`src/rtl/ajuste_pkg.sv`:
```
// rtl/ajuste_pkg.sv - shared state encoding, field codes and limits for the time-set block
package ajuste_pkg;

   typedef enum logic [1:0] {
      ST_IDLE  = 2'b00,
      ST_SET_H = 2'b01,
      ST_SET_M = 2'b10,
      ST_LOAD  = 2'b11
   } state_t;

   localparam logic [1:0] CAMPO_NONE = 2'b00;
   localparam logic [1:0] CAMPO_HORA = 2'b01;
   localparam logic [1:0] CAMPO_MIN  = 2'b10;

   localparam int HORA_MAX = 23;
   localparam int MIN_MAX  = 59;

endpackage

```
`src/rtl/bcd_updown.sv`:
```
// rtl/bcd_updown.sv - two-digit BCD up/down register wrapping between 00 and MAX
module bcd_updown #(
   parameter int MAX = 59,
   parameter int TW  = 4
) (
   input  logic          clk,
   input  logic          reset,
   input  logic          load_i,
   input  logic [TW-1:0] load_tens_i,
   input  logic [3:0]    load_units_i,
   input  logic          en_i,
   input  logic          up_i,
   output logic [TW-1:0] tens_o,
   output logic [3:0]    units_o
);

   localparam logic [TW-1:0] TENS_MAX  = TW'(MAX / 10);
   localparam logic [3:0]    UNITS_MAX = 4'(MAX % 10);

   logic [TW-1:0] tens_q, tens_d;
   logic [3:0]    units_q, units_d;

   always_comb begin
      tens_d  = tens_q;
      units_d = units_q;
      if (load_i) begin
         tens_d  = load_tens_i;
         units_d = load_units_i;
      end else if (en_i) begin
         if (up_i) begin
            if (tens_q == TENS_MAX && units_q == UNITS_MAX) begin
               tens_d  = '0;
               units_d = 4'd0;
            end else if (units_q == 4'd9) begin
               tens_d  = tens_q + TW'(1);
               units_d = 4'd0;
            end else begin
               units_d = units_q + 4'd1;
            end
         end else begin
            // Borrow from 00 wraps to MAX, so the hour tens never see 2 with units above 3
            if (tens_q == '0 && units_q == 4'd0) begin
               tens_d  = TENS_MAX;
               units_d = UNITS_MAX;
            end else if (units_q == 4'd0) begin
               tens_d  = tens_q - TW'(1);
               units_d = 4'd9;
            end else begin
               units_d = units_q - 4'd1;
            end
         end
      end
   end

   always_ff @(posedge clk) begin
      if (reset) begin
         tens_q  <= '0;
         units_q <= 4'd0;
      end else begin
         tens_q  <= tens_d;
         units_q <= units_d;
      end
   end

   assign tens_o  = tens_q;
   assign units_o = units_q;

endmodule

```
`src/rtl/ajuste_hora.sv`:
```
// rtl/ajuste_hora.sv - button-driven HH:MM edit FSM with timeout and one-cycle load strobe
module ajuste_hora
   import ajuste_pkg::*;
#(
   parameter int TIMEOUT = 60
) (
   input  logic       clk,
   input  logic       reset,
   input  logic       btn_mode,
   input  logic       btn_inc,
   input  logic       btn_dec,
   output logic [1:0] H_in1,
   output logic [3:0] H_in0,
   output logic [3:0] M_in1,
   output logic [3:0] M_in0,
   output logic       LD_time,
   output logic       editing,
   output logic [1:0] campo
);

   localparam int CW = $clog2(TIMEOUT + 1);
   localparam logic [CW-1:0] TO_LAST = CW'(TIMEOUT - 1);

   state_t        state_q, state_d;
   logic [CW-1:0] to_q, to_d;
   logic          mode_prev_q, inc_prev_q, dec_prev_q;
   logic          ld_q, ld_d;
   logic          editing_q, editing_d;
   logic [1:0]    campo_q, campo_d;
   logic [1:0]    com_h1_q;
   logic [3:0]    com_h0_q, com_m1_q, com_m0_q;

   logic mode_e, inc_e, dec_e, any_e;
   logic h_en, m_en, revert;

   logic [1:0] wh1;
   logic [3:0] wh0, wm1, wm0;

   // Previous samples start at 1 so a button held through reset release is not an edge
   always_ff @(posedge clk) begin
      if (reset) begin
         mode_prev_q <= 1'b1;
         inc_prev_q  <= 1'b1;
         dec_prev_q  <= 1'b1;
      end else begin
         mode_prev_q <= btn_mode;
         inc_prev_q  <= btn_inc;
         dec_prev_q  <= btn_dec;
      end
   end

   assign mode_e = btn_mode & ~mode_prev_q;
   assign inc_e  = btn_inc  & ~inc_prev_q;
   assign dec_e  = btn_dec  & ~dec_prev_q;
   assign any_e  = mode_e | inc_e | dec_e;

   always_comb begin
      state_d = state_q;
      to_d    = to_q;
      h_en    = 1'b0;
      m_en    = 1'b0;
      revert  = 1'b0;
      unique case (state_q)
         ST_IDLE: begin
            to_d = '0;
            if (mode_e) state_d = ST_SET_H;
         end
         ST_SET_H, ST_SET_M: begin
            if (mode_e) begin
               to_d    = '0;
               state_d = (state_q == ST_SET_H) ? ST_SET_M : ST_LOAD;
            end else if (any_e) begin
               to_d = '0;
               // Simultaneous inc and dec cancel out
               if (state_q == ST_SET_H) h_en = inc_e ^ dec_e;
               else                     m_en = inc_e ^ dec_e;
            end else if (to_q == TO_LAST) begin
               to_d    = '0;
               revert  = 1'b1;
               state_d = ST_IDLE;
            end else begin
               to_d = to_q + CW'(1);
            end
         end
         ST_LOAD: begin
            to_d    = '0;
            state_d = ST_IDLE;
         end
         default: begin
            to_d    = '0;
            state_d = ST_IDLE;
         end
      endcase
   end

   always_comb begin
      ld_d      = (state_d == ST_LOAD);
      editing_d = (state_d == ST_SET_H) || (state_d == ST_SET_M);
      campo_d   = CAMPO_NONE;
      if (state_d == ST_SET_H)      campo_d = CAMPO_HORA;
      else if (state_d == ST_SET_M) campo_d = CAMPO_MIN;
   end

   always_ff @(posedge clk) begin
      if (reset) begin
         state_q   <= ST_IDLE;
         to_q      <= '0;
         ld_q      <= 1'b0;
         editing_q <= 1'b0;
         campo_q   <= CAMPO_NONE;
      end else begin
         state_q   <= state_d;
         to_q      <= to_d;
         ld_q      <= ld_d;
         editing_q <= editing_d;
         campo_q   <= campo_d;
      end
   end

   always_ff @(posedge clk) begin
      if (reset) begin
         com_h1_q <= 2'd0;
         com_h0_q <= 4'd0;
         com_m1_q <= 4'd0;
         com_m0_q <= 4'd0;
      end else if (state_q == ST_LOAD) begin
         com_h1_q <= wh1;
         com_h0_q <= wh0;
         com_m1_q <= wm1;
         com_m0_q <= wm0;
      end
   end

   bcd_updown #(.MAX(HORA_MAX), .TW(2)) u_horas (
      .clk          (clk),
      .reset        (reset),
      .load_i       (revert),
      .load_tens_i  (com_h1_q),
      .load_units_i (com_h0_q),
      .en_i         (h_en),
      .up_i         (inc_e),
      .tens_o       (wh1),
      .units_o      (wh0)
   );

   bcd_updown #(.MAX(MIN_MAX), .TW(4)) u_minutos (
      .clk          (clk),
      .reset        (reset),
      .load_i       (revert),
      .load_tens_i  (com_m1_q),
      .load_units_i (com_m0_q),
      .en_i         (m_en),
      .up_i         (inc_e),
      .tens_o       (wm1),
      .units_o      (wm0)
   );

   assign H_in1   = wh1;
   assign H_in0   = wh0;
   assign M_in1   = wm1;
   assign M_in0   = wm0;
   assign LD_time = ld_q;
   assign editing = editing_q;
   assign campo   = campo_q;

endmodule

```
`config.mk`:
```
export PLATFORM = sky130hd
export DESIGN_NAME = ajuste_hora
export DESIGN_NICKNAME = d
export VERILOG_FILES = /design/src/rtl/ajuste_pkg.sv /design/src/rtl/bcd_updown.sv /design/src/rtl/ajuste_hora.sv
export SDC_FILE = /design/constraint.sdc
export NUM_CORES = 1
export LEC_CHECK = 0
export CAP_MARGIN = 10
export CORE_MARGIN = 4
export CORE_UTILIZATION = 62
export DETAILED_ROUTE_END_ITERATION = 6
export GPL_TIMING_DRIVEN = 0
export PLACE_DENSITY = 0.9
export SETUP_SLACK_MARGIN = 0.15
export SLEW_MARGIN = 20
export SYNTH_ARGS = -nofsm -noshare
export SYNTH_HDL_FRONTEND = slang
export SYNTH_SLANG_ARGS = --single-unit
```
`constraint.sdc`:
```
create_clock -name clk -period 5 [get_ports clk]
set_input_delay 1 -clock clk [delete_from_list [all_inputs] [get_ports clk]]
set_output_delay 1 -clock clk [all_outputs]
set_load 0.005 [all_outputs]
```
==> qor.yml <==
detailed_routing:
  drt_first_iter_violations: 305
  ant_nets: 0
  drc: 0
  vias: 2354
  wl_per_cell_um: 16.72
  vias_per_cell: 6.261
  drt_wl_total_mm: 6.287
  firstDrtPassIters: 5
synthesis:
  yosys-top-cells-area: "dfxtp_1 33%, ha_1 9.1%, mux2i_1 6.5%"
  syn_area_per_cell_um2: 8.750
  synth_edf_count: 0
  synth_cell_types: 67
  synth.largest_area_cell: "dfxtp_1"
  ys_seq_area_frac: 0.3312
  ys_seq_elements: 43
  synth_nets: 321
  async_flop_share: 0
  synthFlopType: "dfxtp_1"
  yosys.area.top_type_share: 0.3312
  syn_inst: 297
  syn_area_um2: 2599
  yosysWarningCount: 0
setup_path:
  cp_max_fo: 8
  crit_required_ns: 5.18
  slowest_stage: "nor3_1"
  cpPeakStageDelay_ns: 0.58
  end_kind: "register"
  worstSetupPathType: "in2reg"
  crit_arrival_ns: 3.10
  crit_path_cell_trace: "clkdlybuf4s50_1 > nor2b_1 > buf_4 > nor3_1 > a21oi_1 > a222oi_1 > a21oi_1"
  cpMostUsedCell: "a21oi_1"
  startpoint_type: "input port"
clock_network:
  clkLatencyLatePin_ns: 0.30
  cts-root-buf: "clkbuf_8"
  cts-buffers-inserted: 5
  cts_tree: "yes"
  clk_pin_slew_ns: 0.08
  cts_hold_buffers: 0
  cts.repair.resized: 0
  cts_max_level: 2
  post_cts_buffers: 0
  max-clock-path-buffers: 2
  clock_sinks: 43
cells_and_area:
  nNetsFinal: 350
  fin_cells: 376
  final_core_util: 0.7407
  drive_gt1_frac: 0.09816
  stdcell_area_um2: 2984
  syn_to_final_growth_pct: 14.83
  n_fill_cell: 295
  diodes: 0
die:
  die_h_um: 72.74
  pin_count: 23
  start_util: 0.6450
  die_area_um2: 5291
  num_rows: 23
  die_w_um: 72.74
  core_um2: 4029
placement:
  dp_hpwl_mm: 4.456
  post_dp_cell_area_um2: 2882
  placedCellCount: 369
  gp_congestion: 0.9751
  io_buffers: 22
global_route:
  overflow: 0
  grt_max_degree: 13
  first_global_vias: 2311
  grt_pass1_wl_mm: 10.52
  gr-usage-all-layers: 0.2560
  antenna_found_initial: 0
hold_path:
  hp-class: "reg2reg"
sta:
  final.setup.tns_ns: 0
  setup_viol: 0
  rsz0062_at_grt: "no"
  hold_viol: 0
  fmax_mhz: 342.0
  min_period_over_period: 0.5849
  fin_skew_ns: 0.006032
  relSlewSlack: 0.4993
  worst_pin_slew_ns: 0.7453
  hold_ws_ns: 0.4493
  fin_crit_ns: 2.924
  slew_viol_final: 0
run:
  maxCapViolCount: 0
power_and_ir_drop:
  irDropWorstVdd_uv: 166.1
  power_leakage_nw: 1.050
  power_density_nw_per_um2: 225.9
outcome:
  status: "complete, no violations"
[power breakdown]
| group | switching, mW | leakage [nW] | total, mW | internal [mW] |
|---|---|---|---|---|
| sequential | 0.00341 | 0.348 | 0.350 | 0.346 |
| clock | 0.114 | 0.0513 | 0.260 | 0.146 |
| combinational | 0.0375 | 0.651 | 0.0644 | 0.0269 |
[layer usage]
metal	global-route usage	share of wire	vias up
met5	0	0	-
met4	0.1414	0.031	0
met3	0.05510	0.058	22
met2	0.4158	0.49	75
met1	0.3139	0.43	1132
li1	-	-	1125
[worst max-delay path: cells and delay by family]
kind                   cells  cell delay, ns
buffers and inverters      2            0.56
AO/OA/AOI/OAI              3            0.82
AND/OR/NAND/NOR            2            0.71
[final timing paths]
path	from	to	slack, ns	depth (start not counted)
max reg2reg	state_q[1]$_SDFF_PP0_	u_minutos.units_o[1]$_SDFFE_PP0P_	2.50	7
min	to_q[0]$_SDFF_PP0_	to_q[0]$_SDFF_PP0_	0.45	1
max	btn_dec	u_minutos.units_o[1]$_SDFFE_PP0P_	2.08	7
min reg2reg	to_q[0]$_SDFF_PP0_	to_q[0]$_SDFF_PP0_	0.45	1
[flip-flops by register name, indices dropped and copies added (netlist names), 4 cells and up]
name,cells
u_minutos.units_o,4
com_h0_q,4
u_minutos.tens_o,4
to_q,6
com_m0_q,4
com_m1_q,4
u_horas.units_o,4
[stage by stage]
| stage | power [mW] | setup WS [ns] |
|---|---|---|
| after global placement | 0.4181 | 1.776 |
| after CTS | 0.6787 | 2.096 |
| after floorplan | 0.4004 | 2.553 |
| final | 0.6742 | 2.076 |
| after global routing | 0.6996 | 1.872 |
| after detailed placement | 0.4206 | 1.772 |
[cells in the mapped netlist, drive strengths merged, types with 4 or more instances]
cell,n
nor3,6
or2,5
a211oi,7
mux2i,17
clkbuf,10
inv,16
nand3,7
dfxtp,43
nand2,14
nand2b,5
ha,19
nor2,42
buf,8
xnor2,5
a21oi,16
nor2b,4
o21ai,11
[final cells by class]
type / count / area (um^2) / area share
Clock buffer: 6 / 72.57 / 0.02432
Tap cell: 50 / 62.56 / 0.02096
Timing Repair Buffer: 22 / 220.2 / 0.07379
Inverter: 16 / 60.06 / 0.02013
Buffer: 18 / 87.58 / 0.02935
Clock inverter: 1 / 30.03 / 0.01006
Multi-Input combinational cell: 220 / 1590 / 0.5329
Sequential cell: 43 / 860.8 / 0.2885
[cell usage in the layout (no fill, tap or decap), drive strengths merged, types with 3 or more instances in the layout]
cell type,n
a211oi,7
a21oi,16
a311oi,3
a31oi,3
buf,8
clkbuf,16
clkdlybuf4s50,22
dfxtp,43
ha,19
inv,16
mux2i,17
nand2,14
nand2b,5
nand3,7
nor2,42
nor2b,4
nor3,6
o211ai,3
o21ai,11
o31ai,3
o32ai,3
or2,5
xnor2,5
xor2,3
[kinds of logic (layout without fill, tap and decap cells)]
family / after synthesis / in the layout / share of synthesized area
XOR/XNOR: 8 / 8 / 0.02696
AND/OR/NAND/NOR: 103 / 103 / 0.2138
buffers and inverters: 34 / 63 / 0.05681
multiplexers: 18 / 18 / 0.06981
adder cells (fa/ha/maj): 19 / 19 / 0.09148
AO/OA/AOI/OAI: 72 / 72 / 0.2099
flip-flops: 43 / 43 / 0.3312
Note: power is estimated with default switching activity, not from simulation.
